### src/rtl/prio_encoder_rr_pipe.sv
// N-input priority encoder (fixed-LSB, fixed-MSB or round-robin) with a single registered
// output stage, valid/ready handshake, binary code and re-decoded one-hot grant.
module prio_encoder_rr_pipe #(
    parameter int unsigned N    = 8,
    parameter int unsigned W    = $clog2(N),
    parameter int unsigned MODE = 0
) (
    input  logic         clk,
    input  logic         reset_p,
    input  logic         req_valid,
    output logic         req_ready,
    input  logic [N-1:0] req,
    output logic         grant_valid,
    input  logic         grant_ready,
    output logic [W-1:0] code,
    output logic [N-1:0] onehot,
    output logic         multi,
    output logic         zero
);

    logic         grant_valid_q, grant_valid_d;
    logic [W-1:0] code_q, code_d;
    logic [N-1:0] onehot_q, onehot_d;
    logic         multi_q, multi_d;
    logic         zero_q, zero_d;
    logic [W-1:0] ptr_q, ptr_d;

    logic         accept;
    logic [W-1:0] sel_code;
    logic         sel_zero;
    logic         sel_multi;
    logic         found;
    int unsigned  idx;

    assign req_ready = !grant_valid_q || grant_ready;
    assign accept    = req_valid && req_ready;

    always_comb begin
        sel_code  = '0;
        found     = 1'b0;
        idx       = 0;
        sel_zero  = (req == '0);
        sel_multi = ($countones(req) > 1);
        if (MODE == 2) begin
            // Search ptr, ptr+1, ..., wrapping at N rather than 2^W.
            for (int unsigned k = 0; k < N; k++) begin
                idx = 32'(ptr_q) + k;
                if (idx >= N) begin
                    idx = idx - N;
                end
                if (!found && req[idx[W-1:0]]) begin
                    sel_code = idx[W-1:0];
                    found    = 1'b1;
                end
            end
        end else if (MODE == 1) begin
            for (int unsigned i = 0; i < N; i++) begin
                if (req[i]) begin
                    sel_code = W'(i);
                end
            end
        end else begin
            for (int unsigned i = 0; i < N; i++) begin
                if (!found && req[i]) begin
                    sel_code = W'(i);
                    found    = 1'b1;
                end
            end
        end
    end

    always_comb begin
        grant_valid_d = grant_valid_q;
        code_d        = code_q;
        onehot_d      = onehot_q;
        multi_d       = multi_q;
        zero_d        = zero_q;
        ptr_d         = ptr_q;
        if (accept) begin
            grant_valid_d = 1'b1;
            code_d        = sel_code;
            onehot_d      = '0;
            if (!sel_zero) begin
                onehot_d[sel_code] = 1'b1;
            end
            multi_d = sel_multi;
            zero_d  = sel_zero;
            if (MODE == 2 && !sel_zero) begin
                ptr_d = (sel_code == W'(N - 1)) ? '0 : sel_code + 1'b1;
            end
        end else if (grant_ready) begin
            grant_valid_d = 1'b0;
        end
    end

    always_ff @(posedge clk or posedge reset_p) begin
        if (reset_p) begin
            grant_valid_q <= 1'b0;
            code_q        <= '0;
            onehot_q      <= '0;
            multi_q       <= 1'b0;
            zero_q        <= 1'b0;
            ptr_q         <= '0;
        end else begin
            grant_valid_q <= grant_valid_d;
            code_q        <= code_d;
            onehot_q      <= onehot_d;
            multi_q       <= multi_d;
            zero_q        <= zero_d;
            ptr_q         <= ptr_d;
        end
    end

    assign grant_valid = grant_valid_q;
    assign code        = code_q;
    assign onehot      = onehot_q;
    assign multi       = multi_q;
    assign zero        = zero_q;

endmodule

### config.mk
export PLATFORM = sky130hd
export DESIGN_NAME = prio_encoder_rr_pipe
export DESIGN_NICKNAME = d
export VERILOG_FILES = /design/src/rtl/prio_encoder_rr_pipe.sv
export SDC_FILE = /design/constraint.sdc
export NUM_CORES = 1
export LEC_CHECK = 0
export CAP_MARGIN = 20
export CORE_MARGIN = 2
export CORE_UTILIZATION = 40
export CTS_BUF_LIST = sky130_fd_sc_hd__clkbuf_4 sky130_fd_sc_hd__clkbuf_8
export DETAILED_ROUTE_END_ITERATION = 8
export DONT_BUFFER_PORTS = 1
export GPL_ROUTABILITY_DRIVEN = 0
export PLACE_DENSITY = 0.64
export SYNTH_ARGS = -nofsm -noshare
export SYNTH_HDL_FRONTEND = slang
export SYNTH_SLANG_ARGS = --single-unit
### constraint.sdc
create_clock -name clk -period 1.1 [get_ports clk]
set_input_delay 0.33 -clock clk [delete_from_list [all_inputs] [get_ports clk]]
set_output_delay 0.33 -clock clk [all_outputs]
set_load 0.01 [all_outputs]
# --- Yosys cells after proc, flatten, opt, wreduce, memory -nomap -nowiden ---
# Index checks and enable logic that the tools add are counted.
word_totals:
  reg_bits: 14
  latch_bits: 0
  mem_bits_rw: 0
  mem_bits_ro: 0
  inputBits: 12
  output_inout_bits: 15
  elab_cells: 54
  mem_count: 0
op_classes:
  add_sub_neg: 7
  n_mul: 0
  div: 0
  magnitude_cmp: 3
  n_eq_ne: 0
  shift: 0
  n_mux: 19
  bitwise: 0
  reduce_logical: 20
ops:
  columns: ["operator", "count"]
  rows:
  - ["3-bit 2-to-1 mux", 5]
  - ["1-bit 2-to-1 mux", 11]
  - ["1-bit logical AND", 9]
  - ["1-bit by 1-bit adder with 2-bit output", 4]
  - ["1-bit logical NOT", 8]
  - ["8-bit logical NOT", 1]
  - ["8-bit 2-to-1 mux", 1]
  - ["2-bit by 2-bit adder with 3-bit output", 2]
  - ["3-bit by 3-bit adder with 4-bit output", 1]
  - ["4-bit by 1-bit > comparator with 1-bit output (second input constant)", 1]
  - ["3-bit by 4-bit < comparator with 1-bit output (second input constant)", 1]
  - ["1-bit demux with 3-bit select", 1]
  - ["3-bit by 1-bit >= comparator with 1-bit output (second input constant)", 1]
  - ["2-bit 2-to-1 mux", 1]
  - ["2-bit nonzero test", 1]
  - ["1-bit logical OR", 1]

# --- Longest topological paths before layout ---
logic_depth:
  ltp_word: 27
  ltp_mapped: 11
  mapped_depth_nobuf: 11

# --- Worst setup path before layout ---
# Ideal clock, no wire load.
synth_timing:
  kind: "input to register"
  startpoint: "input req[0]"
  endpoint: "register multi_q, in the netlist multi"
  setup_time_ns: 0.125
  arrival_time_ns: 3.048
  required_ns: 0.975
  path_slack_ns: -2.073
  stages: 11
  n_path_buf: 0
  cell_sequence: "fa_1 inv_1 fa_1 fa_1 inv_1 ha_1 inv_1 fa_1 a2111oi_0 o21ai_0 mux2_2"
synth_via:
  elab_chain_cells: 4
synth_rtl:
  columns: ["item", "line_no", "rtl"]
  rows:
  - ["start: declaration", "12", "input logic [N-1:0] req,"]
  - ["1-bit by 1-bit adder with 2-bit output (not written as such)", "43", "sel_multi = ($countones(req) > 1);"]
  - ["2-bit by 2-bit adder with 3-bit output (not written as such)", "43", null]
  - ["3-bit by 3-bit adder with 4-bit output (not written as such)", "43", null]
  - ["4-bit by 1-bit > comparator with 1-bit output", "43", null]
  - ["end signal: assignment", "108", "multi_q <= multi_d;"]
  - ["end: declaration", "24", "logic multi_q, multi_d;"]
# No other way between the ends.
# A chain may end at the register's enable or synchronous reset.

# --- Final worst setup path ---
# Ends and elaborated chain as after synthesis.

==> metrics.txt <==
# TYPE chip_impl_metric gauge
chip_impl_metric{name="detailed_placement_wirelength_estimate",unit="microns"} 1380
chip_impl_metric{name="worst_ir_drop_vdd",unit="uV"} 698
chip_impl_info{name="crit_path_start_kind",value="input port"} 1
chip_impl_metric{name="drt_pre_antenna_iters",unit=""} 4
chip_impl_metric{name="synth_edf_count",unit=""} 0
chip_impl_metric{name="antenna_violations_before_repair",unit=""} 0
chip_impl_metric{name="whs",unit="ps"} 155
chip_impl_metric{name="timing.max_cap.violations",unit=""} 0
chip_impl_metric{name="clock_path_buffers",unit=""} 2
chip_impl_metric{name="synth_top_area_frac",unit=""} 0.408
chip_impl_metric{name="grt_first_pass_wirelength",unit="microns"} 3240
chip_impl_metric{name="drtIter0Drc",unit=""} 17
chip_impl_metric{name="maximum_number_of_pins_on_one_net_before_global_route_repair",unit=""} 15
chip_impl_metric{name="core_region",unit="sq um"} 2000
chip_impl_info{name="critical_path.endpoint_type",value="register"} 1
chip_impl_metric{name="die-height",unit="microns"} 50.4
chip_impl_info{name="run_status",value="finished, violations left"} 1
chip_impl_metric{name="syn_avg_cell_area",unit="sq um"} 10.2
chip_impl_metric{name="synth-seq-cells",unit=""} 14
chip_impl_info{name="commonest_cells_in_the_synthesized_netlist",value="14 x sky130_fd_sc_hd__dfrtp_1, 14 x sky130_fd_sc_hd__inv_1, 9 x sky130_fd_sc_hd__nand2_1, 6 x sky130_fd_sc_hd__ha_1"} 1
chip_impl_info{name="synthTopCellsByArea",value="sky130_fd_sc_hd__dfrtp_1 41%, sky130_fd_sc_hd__fa_1 9.3%, sky130_fd_sc_hd__ha_1 8.7%"} 1
chip_impl_metric{name="drive_gt1_frac",unit=""} 0.434
chip_impl_info{name="main_combinational_cell_family_by_area_after_synthesis",value="adder cells"} 1
chip_impl_info{name="ctsRootBufferMaster",value="sky130_fd_sc_hd__clkbuf_4"} 1
chip_impl_metric{name="worst_slack",unit="ps"} -1690
chip_impl_metric{name="die_x",unit="microns"} 50.4
chip_impl_metric{name="ioPinCount",unit=""} 27
chip_impl_metric{name="placement.io_buffers",unit=""} 0
chip_impl_metric{name="final-max-slew-violation-count",unit=""} 0
chip_impl_metric{name="worstSkewPairLatency",unit="ps"} 280
chip_impl_info{name="grt_setup_unrepaired",value="true"} 1
chip_impl_metric{name="sequential_share_of_the_synthesized_area",unit=""} 0.408
chip_impl_metric{name="synth.lib_cells_used.distinct",unit=""} 30
chip_impl_metric{name="clkTransAtPathRegs",unit="ps"} 80
chip_impl_metric{name="arithmetic_cell_share_of_the_synthesized_area_counting_full_adders_half_adders_and_majority_gates",unit=""} 0.180
chip_impl_metric{name="path_max_fanout",unit=""} 2
chip_impl_metric{name="syn_std_cell_area",unit="sq um"} 860
chip_impl_metric{name="synthesis_warning_total",unit=""} 0
chip_impl_info{name="cts_tree",value="yes"} 1
chip_impl_metric{name="max_slew.worst_pin.slew",unit="ps"} 522
chip_impl_metric{name="synth-compound-area-share",unit=""} 0.162
chip_impl_metric{name="timing.final.setup_violations",unit=""} 9
chip_impl_metric{name="fin_crit",unit="ps"} 2790
chip_impl_metric{name="first_global_vias",unit=""} 787
chip_impl_info{name="failed_checks",value="negative setup slack"} 1
chip_impl_metric{name="p_leak",unit="uW"} 0.000574
chip_impl_metric{name="cts_sinks",unit=""} 14
chip_impl_info{name="postSynth.topFlopCell",value="sky130_fd_sc_hd__dfrtp_1"} 1
chip_impl_metric{name="antennaDiodeCount",unit=""} 0
chip_impl_metric{name="numCtsBuffers",unit=""} 3
chip_impl_metric{name="clock_skew_after_layout",unit="ps"} 1.14
chip_impl_metric{name="critPathArrivalTime",unit="ps"} 2970
chip_impl_metric{name="routed-via-count",unit=""} 702
chip_impl_metric{name="critPathRequiredTime",unit="ps"} 1280
chip_impl_metric{name="syn_inst",unit=""} 84
chip_impl_metric{name="p_per_area",unit="nW/um^2"} 1140
chip_impl_metric{name="detail_route.wirelength",unit="microns"} 1890
chip_impl_metric{name="fraction_of_synthesis_flops_using_an_asynchronous_set_or_reset_pin",unit=""} 1.00
chip_impl_info{name="synth_area_leader_cell",value="sky130_fd_sc_hd__dfrtp_1"} 1
chip_impl_metric{name="postLayoutCellArea",unit="sq um"} 1260
chip_impl_metric{name="std_cell_rows",unit=""} 16
chip_impl_metric{name="synth-simple-area-share",unit=""} 0.154
chip_impl_metric{name="grtUsageTotal",unit=""} 0.170
chip_impl_metric{name="post-route-drc-count",unit=""} 0
chip_impl_metric{name="max_freq",unit="MHz"} 358
chip_impl_metric{name="final_min_period_over_clock_period",unit=""} 2.54
chip_impl_metric{name="wl_per_cell",unit="microns"} 14.2
chip_impl_metric{name="synth_fp_nets",unit=""} 106
chip_impl_info{name="worstSetupPathType",value="in2reg"} 1
chip_impl_metric{name="final-hold-violation-count",unit=""} 0
chip_impl_metric{name="synth_xor_xnor_area_share",unit=""} 0
chip_impl_metric{name="slew_headroom",unit=""} 0.652
chip_impl_metric{name="postRouteAntennaNets",unit=""} 0
chip_impl_metric{name="cts_htree_levels",unit=""} 1
chip_impl_info{name="worst_hold_path_type",value="in2reg"} 1
chip_impl_metric{name="final_net_count",unit=""} 129
chip_impl_metric{name="dpl-instance-area",unit="sq um"} 1060
chip_impl_metric{name="post_drt_via_cell_ratio",unit=""} 5.28
chip_impl_metric{name="synthMuxAreaShare",unit=""} 0.0247
chip_impl_metric{name="grt-ovfl-total",unit=""} 0
chip_impl_metric{name="area.growth.synth_to_final",unit="%"} 46.9
chip_impl_metric{name="fp.dieArea",unit="sq um"} 2540
chip_impl_metric{name="effective_utilization_at_floorplan",unit=""} 0.429
stage by stage:
step                      cells  utilization  worst slack (ps)  power (uW)  setup TNS [ps]
after floorplan              84            -             -1980         871           -2470
after global placement      123        0.528             -2060         954           -2920
after detailed placement    123        0.528             -2090         976           -3170
after CTS                   134        0.598             -1770        1410           -2240
after global routing        133        0.631             -1810        1520           -2590
final                       133        0.631             -1690        1440           -2100
flip-flops by register name, summed over array words and instances, names as in the netlist:
register and cells:
onehot 8, code 3, grant_valid 1, multi 1
zero 1
timing repair:
action,4_1_cts,5_1_grt
setup buffers,4,0
endpoints found under the hold margin,14,0
cloned,2,0
endpoints found under the setup margin,12,14
pin swaps,8,8
gates resized for setup,10,18
hold buffers,1,0
metal layers:
layer  vias up  routed length [microns]  global-route usage
li1        333                        -                   -
met1       339                      732               0.187
met2        25                      966               0.283
met3         5                      140              0.0506
met4         0                       46               0.108
met5         -                        0                   0
final timing paths:
path	endpoint	slack, ps	startpoint	depth (start not counted)
max	multi	-1690	req[0]	11
min	grant_valid	160	req_valid	1
max in group asynchronous	onehot[6]	240	reset_p	2
max reg2reg	onehot[1]	-60	grant_valid	4
min reg2reg	code[1]	550	code[1]	2
min in group asynchronous	code[2]	520	reset_p	2
layout make-up:
class,count,area (sq um)
fillers,157,739
multi-input cells,55,607
flip-flops and latches,14,350
repair buffers,19,175
inverters,14,60.1
clock buffers,4,36.3
well taps,27,33.8
worst max-delay path, cell delays in order:
cell and delay (ps):
sky130_fd_sc_hd__fa_1 510, sky130_fd_sc_hd__inv_1 50, sky130_fd_sc_hd__fa_1 510, sky130_fd_sc_hd__fa_1 430
sky130_fd_sc_hd__inv_2 80, sky130_fd_sc_hd__ha_4 130, sky130_fd_sc_hd__inv_2 30, sky130_fd_sc_hd__fa_2 350
sky130_fd_sc_hd__a2111oi_4 190, sky130_fd_sc_hd__o21ai_1 80, sky130_fd_sc_hd__mux2_2 260
cells by family after synthesis:
| family | Yosys count |
|---|---|
| AO/OA/AOI/OAI | 19 |
| multiplexers | 2 |
| flip-flops | 14 |
| adder cells (fa/ha/maj) | 10 |
| AND/OR/NAND/NOR | 23 |
| buffers and inverters | 16 |
where the power goes:
part / switching [uW] / total [uW] / leakage [uW] / internal (uW)
clock network: 173 / 374 / 0.0000210 / 202
logic: 216 / 445 / 0.000370 / 229
registers: 58.5 / 621 / 0.000183 / 562
total: 447 / 1440 / 0.000574 / 993
cell usage in the layout (no fill, tap or decap), types with 3 or more instances in the layout:
cell,n
sky130_fd_sc_hd__inv_1,11
sky130_fd_sc_hd__buf_4,10
sky130_fd_sc_hd__dfrtp_1,14
sky130_fd_sc_hd__nand2_2,3
sky130_fd_sc_hd__a32o_1,3
sky130_fd_sc_hd__ha_4,3
sky130_fd_sc_hd__buf_6,8
sky130_fd_sc_hd__a22o_1,3
sky130_fd_sc_hd__o21ai_1,3
sky130_fd_sc_hd__clkbuf_4,3
sky130_fd_sc_hd__ha_1,3
sky130_fd_sc_hd__fa_1,3
sky130_fd_sc_hd__nor2_1,3
sky130_fd_sc_hd__nand2_1,4
Note: power is estimated with default switching activity, not from simulation.
